[config.mk]
export PLATFORM = sky130hd
export DESIGN_NAME = clk_prescaller_v2
export DESIGN_NICKNAME = d
export VERILOG_FILES = /design/src/rtl/clk_presc_pkg.sv /design/src/rtl/clk_presc_channel.sv /design/src/rtl/clk_prescaller_v2.sv
export SDC_FILE = /design/constraint.sdc
export NUM_CORES = 1
export LEC_CHECK = 0
export BUFFER_PORTS_ARGS = -buffer_cell sky130_fd_sc_hd__buf_2
export CAP_MARGIN = 20
export CORE_ASPECT_RATIO = 1.1
export CORE_MARGIN = 2
export CORE_UTILIZATION = 50
export CTS_BUF_LIST = sky130_fd_sc_hd__clkbuf_16
export DETAILED_ROUTE_END_ITERATION = 10
export PLACE_DENSITY = 0.75
export SLEW_MARGIN = 15
export SYNTH_ARGS = -nofsm -noshare
export SYNTH_HDL_FRONTEND = slang
export SYNTH_SLANG_ARGS = --single-unit
[constraint.sdc]
create_clock -name sys_clk -period 1.4 [get_ports sys_clk]
set_input_delay 0.14 -clock sys_clk [delete_from_list [all_inputs] [get_ports sys_clk]]
set_output_delay 0.14 -clock sys_clk [all_outputs]
set_load 0.02 [all_outputs]
[src/rtl/clk_presc_pkg.sv]
// Shared types and helpers for the multi-channel clock prescaller.
// Optional feature macro: CLK_PRESC_SYNC_RESTART_EN (adds sync_restart).
`ifndef CLK_PRESC_PKG_MACROS
`define CLK_PRESC_PKG_MACROS
`define PRESC_DIV_T(W) logic [(W)-1:0]
`define PRESC_CH_ST_T(W) struct packed { \
   logic [(W)-1:0] div_shadow; \
   logic [(W)-1:0] div_active; \
   logic [(W)-1:0] cnt; \
   logic tick; \
   logic pclk; \
   logic pend; \
}
`endif

package clk_presc_pkg;

   function automatic int ch_idx_w(input int num_ch);
      return (num_ch > 1) ? $clog2(num_ch) : 1;
   endfunction

   localparam int DIV_W_DEF = 8;

   typedef `PRESC_DIV_T(DIV_W_DEF) presc_div_t;
   typedef `PRESC_CH_ST_T(DIV_W_DEF) presc_ch_st_t;

endpackage

[src/rtl/clk_presc_channel.sv]
// One prescaller channel: shadowed divisor, wrap counter, tick and toggle.
// Optional feature macro: CLK_PRESC_SYNC_RESTART_EN (adds restart input).
module clk_presc_channel
   import clk_presc_pkg::*;
#(
   parameter int DIV_W   = 8,
   parameter int DIV_RST = 0
) (
   input  logic             clk,
   input  logic             rst,
   input  logic             en,
   input  logic             we,
   input  logic [DIV_W-1:0] wdiv,
`ifdef CLK_PRESC_SYNC_RESTART_EN
   input  logic             restart,
`endif
   output logic             tick,
   output logic             pclk,
   output logic             pend
);

   typedef `PRESC_DIV_T(DIV_W) ch_div_t;
   typedef `PRESC_CH_ST_T(DIV_W) ch_st_t;

   localparam ch_div_t DIV_RST_V = ch_div_t'(DIV_RST);

   ch_st_t st_q;
   ch_st_t st_d;
   logic   clear;

`ifdef CLK_PRESC_SYNC_RESTART_EN
   assign clear = restart || !en;
`else
   assign clear = !en;
`endif

   always_comb begin
      st_d      = st_q;
      st_d.tick = 1'b0;
      if (clear) begin
         // Restart/disable: idle at 0; a same-edge write lands only in the shadow
         st_d.cnt        = '0;
         st_d.pclk       = 1'b0;
         st_d.div_active = st_q.div_shadow;
         st_d.pend       = 1'b0;
         if (we) begin
            st_d.div_shadow = wdiv;
         end
      end else begin
         if (st_q.cnt == st_q.div_active) begin
            st_d.cnt        = '0;
            st_d.tick       = 1'b1;
            st_d.pclk       = ~st_q.pclk;
            st_d.div_active = st_q.div_shadow;
            st_d.pend       = 1'b0;
         end else begin
            st_d.cnt = st_q.cnt + 1'b1;
         end
         // A write on the wrap edge keeps pend set for the following period
         if (we) begin
            st_d.div_shadow = wdiv;
            st_d.pend       = 1'b1;
         end
      end
   end

   always_ff @(posedge clk) begin
      if (rst) begin
         st_q.div_shadow <= DIV_RST_V;
         st_q.div_active <= DIV_RST_V;
         st_q.cnt        <= '0;
         st_q.tick       <= 1'b0;
         st_q.pclk       <= 1'b0;
         st_q.pend       <= 1'b0;
      end else begin
         st_q <= st_d;
      end
   end

   assign tick = st_q.tick;
   assign pclk = st_q.pclk;
   assign pend = st_q.pend;

endmodule

[src/rtl/clk_prescaller_v2.sv]
// Multi-channel programmable synchronous prescaller (ticks + 50% levels).
// Optional feature macro: CLK_PRESC_SYNC_RESTART_EN (adds sync_restart).
module clk_prescaller_v2
   import clk_presc_pkg::*;
#(
   parameter int NUM_CH  = 4,
   parameter int DIV_W   = 8,
   parameter int DIV_RST = 0,
   localparam int CH_W   = ch_idx_w(NUM_CH)
) (
   input  logic              sys_clk,
   input  logic              sys_rst,
   input  logic [NUM_CH-1:0] ch_en,
   input  logic              cfg_we,
   input  logic [CH_W-1:0]   cfg_ch,
   input  logic [DIV_W-1:0]  cfg_div,
`ifdef CLK_PRESC_SYNC_RESTART_EN
   input  logic              sync_restart,
`endif
   output logic [NUM_CH-1:0] tick_out,
   output logic [NUM_CH-1:0] pclk_out,
   output logic [NUM_CH-1:0] cfg_pending
);

   logic [NUM_CH-1:0] ch_we;

   // Out-of-range channel numbers match no strobe and are dropped
   always_comb begin
      ch_we = '0;
      for (int i = 0; i < NUM_CH; i++) begin
         ch_we[i] = cfg_we && (cfg_ch == CH_W'(i));
      end
   end

   for (genvar g = 0; g < NUM_CH; g++) begin : g_ch
      clk_presc_channel #(
         .DIV_W   (DIV_W),
         .DIV_RST (DIV_RST)
      ) u_ch (
         .clk     (sys_clk),
         .rst     (sys_rst),
         .en      (ch_en[g]),
         .we      (ch_we[g]),
         .wdiv    (cfg_div),
`ifdef CLK_PRESC_SYNC_RESTART_EN
         .restart (sync_restart),
`endif
         .tick    (tick_out[g]),
         .pclk    (pclk_out[g]),
         .pend    (cfg_pending[g])
      );
   end

endmodule
=== Word-level counts from Yosys, hierarchy flattened ===
Index checks and enable logic that the tools add are counted.
Widths: inputs -> output; s select.

* Register bits: 108
* Input bits: 17

* $add $sub $neg: 4
* Eq/ne operators: 11
* Muxes and demuxes: 24
* Bitwise operators: 8
* Reductions and logical operators: 17

{| class="wikitable"
|+ Operators with widths
! operator !! count
|-
| $mux 8 || 12
|-
| $mux 16 || 4
|-
| $add 8x1->8 const B || 4
|-
| $eq 8x8->1 || 4
|-
| $mux 3 || 4
|-
| $reduce_or 3->1 || 4
|-
| $ne 2x1->1 const B || 4
|-
| $not 1->1 || 8
|-
| $reduce_bool 2->1 || 4
|-
| $reduce_or 2->1 || 4
|-
| $eq 2x2->1 const B || 2
|-
| $logic_and 1x1->1 || 4
|-
| $mux 1 || 4
|-
| $eq 2x1->1 const B || 1
|-
| $logic_not 2->1 || 1
|}

=== Logic depth before layout (Yosys ltp) ===
* Depth after elaboration: 3
* Mapped depth: 5
* Gate-level depth less buffers: 5

=== Cells and area by module ===
A second synthesis with hierarchy kept.

* Cells, all modules: 468
* Area total of the unflattened synthesis: 4596.9 sq um

{| class="wikitable"
|+ Modules (own cells, without submodules)
! module !! instances !! cells an instance !! area an instance (sq um)
|-
| clk_presc_channel || 4 || 116 || 1139.8
|-
| clk_prescaller_v2 || 1 || 4 || 37.5
|}

=== Worst setup path before layout ===
No wires, ideal clock.

* Path type: reg2reg
* Start point: register g_ch[1].u_ch.st_q[5] (netlist bit)
* End point: register g_ch[1].u_ch.pclk (netlist name)
* Data arrival time: 1.472 ns
* Required time: 1.330 ns
* Setup slack: -0.142 ns
* Cell stages (with the launch flop): 5
* Path buffers: 0
* Cells stage by stage: dfxtp_1 -> xor2_1 -> or4_4 -> or3_1 -> a21oi_1

* Longest elaborated chain between the ends: 1

{| class="wikitable"
|+ Ends and longest elaborated chain
! what !! RTL line !! text
|-
| from (decl) || clk_presc_channel.sv:27 || <nowiki>ch_st_t st_q;</nowiki>
|-
| from (signal assigned) || clk_presc_channel.sv:76 || <nowiki>st_q <= st_d;</nowiki>
|-
| $eq 8x8->1 || clk_presc_channel.sv:50 || <nowiki>if (st_q.cnt == st_q.div_active) begin</nowiki>
|}

Every way passes these cells.
A chain may end at the register's enable or synchronous reset.

=== Final worst setup path ===
* Start point: register g_ch[1].u_ch.st_q[8] (netlist bit)
* End point: register g_ch[1].u_ch.pclk (netlist name)

* Longest elaborated chain between the ends: 1

{| class="wikitable"
|+ Ends and longest elaborated chain
! what !! RTL line
|-
| $eq 8x8->1 || clk_presc_channel.sv:50
|}

Every way passes these cells.

==> results.yml <==
run_status:
  status: "finished, violations left"
  violations: "negative setup slack"
cts:
  clkSinkCount: 108
  clockBufferDepth: 2
  numCtsBuffers: 9
  root_buffer: "clkbuf_16"
  clock_latency_ns: 0.34
  cts_tree: "built"
  holdBufCountCts: 0
  cts_max_level: 3
  clk_pin_slew_ns: 0.07
drt:
  postRouteAntennaNets: 0
  drt_wl_total_um: 9050
  wirelength_met1_um: 3990
  wl_met2_um: 4560
  dr.max_layer_used: "met4"
  drt_iter0_drc: 120
  detail_route.wl_per_cell_um: 13.9
  drc_errors: 0
  vias_per_cell: 5.11
  drt_first_pass_iters: 4
  dr_wl_met3_um: 331
  dr_total_vias: 3330
worst_setup_path:
  max_stage_delay_ns: 0.53
  worstSetupStartpoint: "g_ch[1].u_ch.st_q[8]"
  cpLargestDelayFamily: "simple AND/OR/NAND/NOR gates"
  critPathBufInv: 0
  required_ns: 1.68
  rrSetupSlack_ns: -0.20
  reg2reg_depth: 4
  worstPathArrival_ns: 1.88
  cp_slowest_cell: "or4_4"
  worstReg2RegEnd: "g_ch[1].u_ch.pclk"
  cp-start-kind: "register"
  crit_type: "register to register"
  path_max_fanout: 2
  timing.rr.start: "g_ch[1].u_ch.st_q[8]"
  path_cells: "xor2_2, or4_4, or3_4, a21oi_2"
  endpoint_kind: "register"
die:
  initial_utilization_pct: 51.1
  io_pins: 29
  coreArea_um2: 8830
  die_h_um: 104
  rows: 36
  dieWidth_um: 94.5
  dieArea_um2: 9790
sta:
  slew_headroom_pct: 69.2
  setup_violations: 29
  period_share_pct: 114
  finalSetupTns_ns: -1.41
  rsz0062_at_grt: "yes"
  slew_viol_final: 0
  fin_ws_ns: -0.200
  fin_worst_hold_slack_ns: 0.0946
  max_freq_ghz: 0.625
  tightest_slew_ns: 0.461
  finalCriticalPeriod_ns: 1.60
  hold_violations: 0
  clock_skew_ns: 0.00583
placed_design:
  dp_slack_ns: -0.153
  post-dp-hpwl_um: 6190
  place_congestion: 0.796
  io_buffers: 28
yosys:
  netlist_area_um2: 4510
  yosysWarnings: 0
  seq_area_frac_synth_pct: 47.9
  synth_nets: 498
  syn_inst: 477
  synth-seq-cells: 108
  ys_types: 32
  syn_avg_cell_area_um2: 9.45
  synth.largest_area_cell: "dfxtp_1"
  synthTopCellsByArea: "dfxtp_1, nand2b_1, mux2i_1"
  synth_top_area_share_pct: 47.9
grt:
  overflow: 0
  grt_max_degree: 33
  antenna_found_initial: 0
  grt_pass1_vias: 3358
  grt_pass1_wl_um: 14700
  track_usage_pct: 18.4
worst_hold_path:
  hp-start: "cfg_div[5]"
  hold-path-endpoint: "g_ch[3].u_ch.st_q[24]"
  hold_path_class: "input pin to register"
  whs_path_depth: 3
power:
  vdd_ir_drop_max_v: 0.000957
  p_leak_nw: 2.22
  power_density_nw_per_um2: 1280
  total_power_mw: 7.14
layout:
  syn_to_final_growth_pct: 23.2
  diodes: 0
  drive_gt1_share_pct: 31.2
  fill_cells: 741
  fin_nets: 555
flow_run:
  cap_violations: 0
[per-stage QoR]
stage	utilization, %	area, um^2	instances
global route	62.9	5560	652
CTS	59.8	5280	648
detailed placement	56.0	4950	629
finish	62.9	5560	652
global placement	56.0	4950	629
floorplan	-	4530	477
[Yosys cell counts]
cell       count
dfxtp_1      108
nand2b_1      52
nor2_1        50
nand2_1       35
mux2i_1       32
xor2_1        32
a21oi_1       24
xnor2_1       23
nand3_1       18
a2bb2oi_1     16
buf_4         12
clkbuf_1      12
o21ai_0        8
and3_1         7
buf_2          5
inv_1          5
nor3_1         5
ha_1           4
nand4_1        4
nor4_1         4
or3_1          4
a21boi_0       2
a21o_1         2
o21ai_1        2
o21bai_1       2
or4_1          2
or4_4          2
and3_2         1
nand3b_1       1
nor3b_1        1
or2_2          1
xor2_2         1
[cell families after synthesis]
logic type | after synthesis | synth area share (%)
buf+inv | 34 | 3.97
xor+xnor | 56 | 11.0
fa+ha+maj | 4 | 1.11
compound gates | 56 | 7.88
flops | 108 | 47.9
simple gates | 187 | 20.9
mux | 32 | 7.10
[cell type report]
cell class | instances | area [um^2] | share of cell area [%]
multi-input combinational | 335 | 2410 | 43.3
sequential | 108 | 2210 | 39.8
timing repair buffer | 75 | 504 | 9.08
clock buffer | 9 | 225 | 4.05
tap | 114 | 143 | 2.57
clock inverter | 6 | 48.8 | 0.878
inverter | 5 | 18.8 | 0.338
[routing by layer]
layer,vias up,track usage (%)
met5,-,0
met4,0,6.42
met3,15,2.91
met2,52,31.5
met1,1565,23.3
li1,1698,-
[worst min-delay path, stage by stage]
cell and delay [ns]:
buf_2 0.13, nand2_1 0.06, a21oi_1 0.05
[registers in the layout (all words and copies together) (netlist names)]
| signal | count |
|---|---|
| g_ch.u_ch.pclk | 4 |
| g_ch.u_ch.pend | 4 |
| g_ch.u_ch.st_q | 96 |
| g_ch.u_ch.tick | 4 |
[timing repair]
item | 4_1_cts | 5_1_grt
buffers inserted | 4 | 4
resized for setup | 15 | 60
hold endpoints to repair | 0 | 0
pin swaps | 9 | 19
setup endpoints to repair | 46 | 59
[cell usage in the layout, fill, tap and decap left out, types with 3 or more instances in the layout]
master and instances:
clkinvlp_4 3, buf_6 3, buf_4 44, inv_1 5, a21oi_1 22, buf_2 28, a2bb2oi_2 15, nor3_1 4
nand3_1 18, and3_1 7, nor2_1 50, o21ai_0 5, nor4_2 3, ha_1 4, nand2b_1 52, o21ai_1 4
dfxtp_1 75, dfxtp_2 31, xor2_2 5, nand2_1 35, xor2_1 28, mux2i_1 32, xnor2_2 5, or4_4 4
nand4_1 4, xnor2_1 18, clkbuf_16 9
[how the worst max path moves through the flow]
stage / endpoint / slack, ns / depth (start not counted)
4_1_cts: g_ch[1].u_ch.pclk / -0.17 / 4
3_5_place_dp: g_ch[1].u_ch.pclk / -0.15 / 4
2_1_floorplan: g_ch[3].u_ch.pclk / -0.12 / 4
6_report: g_ch[1].u_ch.pclk / -0.20 / 4
5_1_grt: g_ch[1].u_ch.pclk / -0.25 / 4
3_3_place_gp: g_ch[1].u_ch.pclk / -0.14 / 4
[power by group]
part	switching, mW	total (mW)	internal [mW]
Clock	1.14	2.35	1.21
Sequential	0.154	3.43	3.27
Combinational	0.637	1.36	0.723
Total	1.93	7.14	5.21
Power figures use the tool's default switching activity.
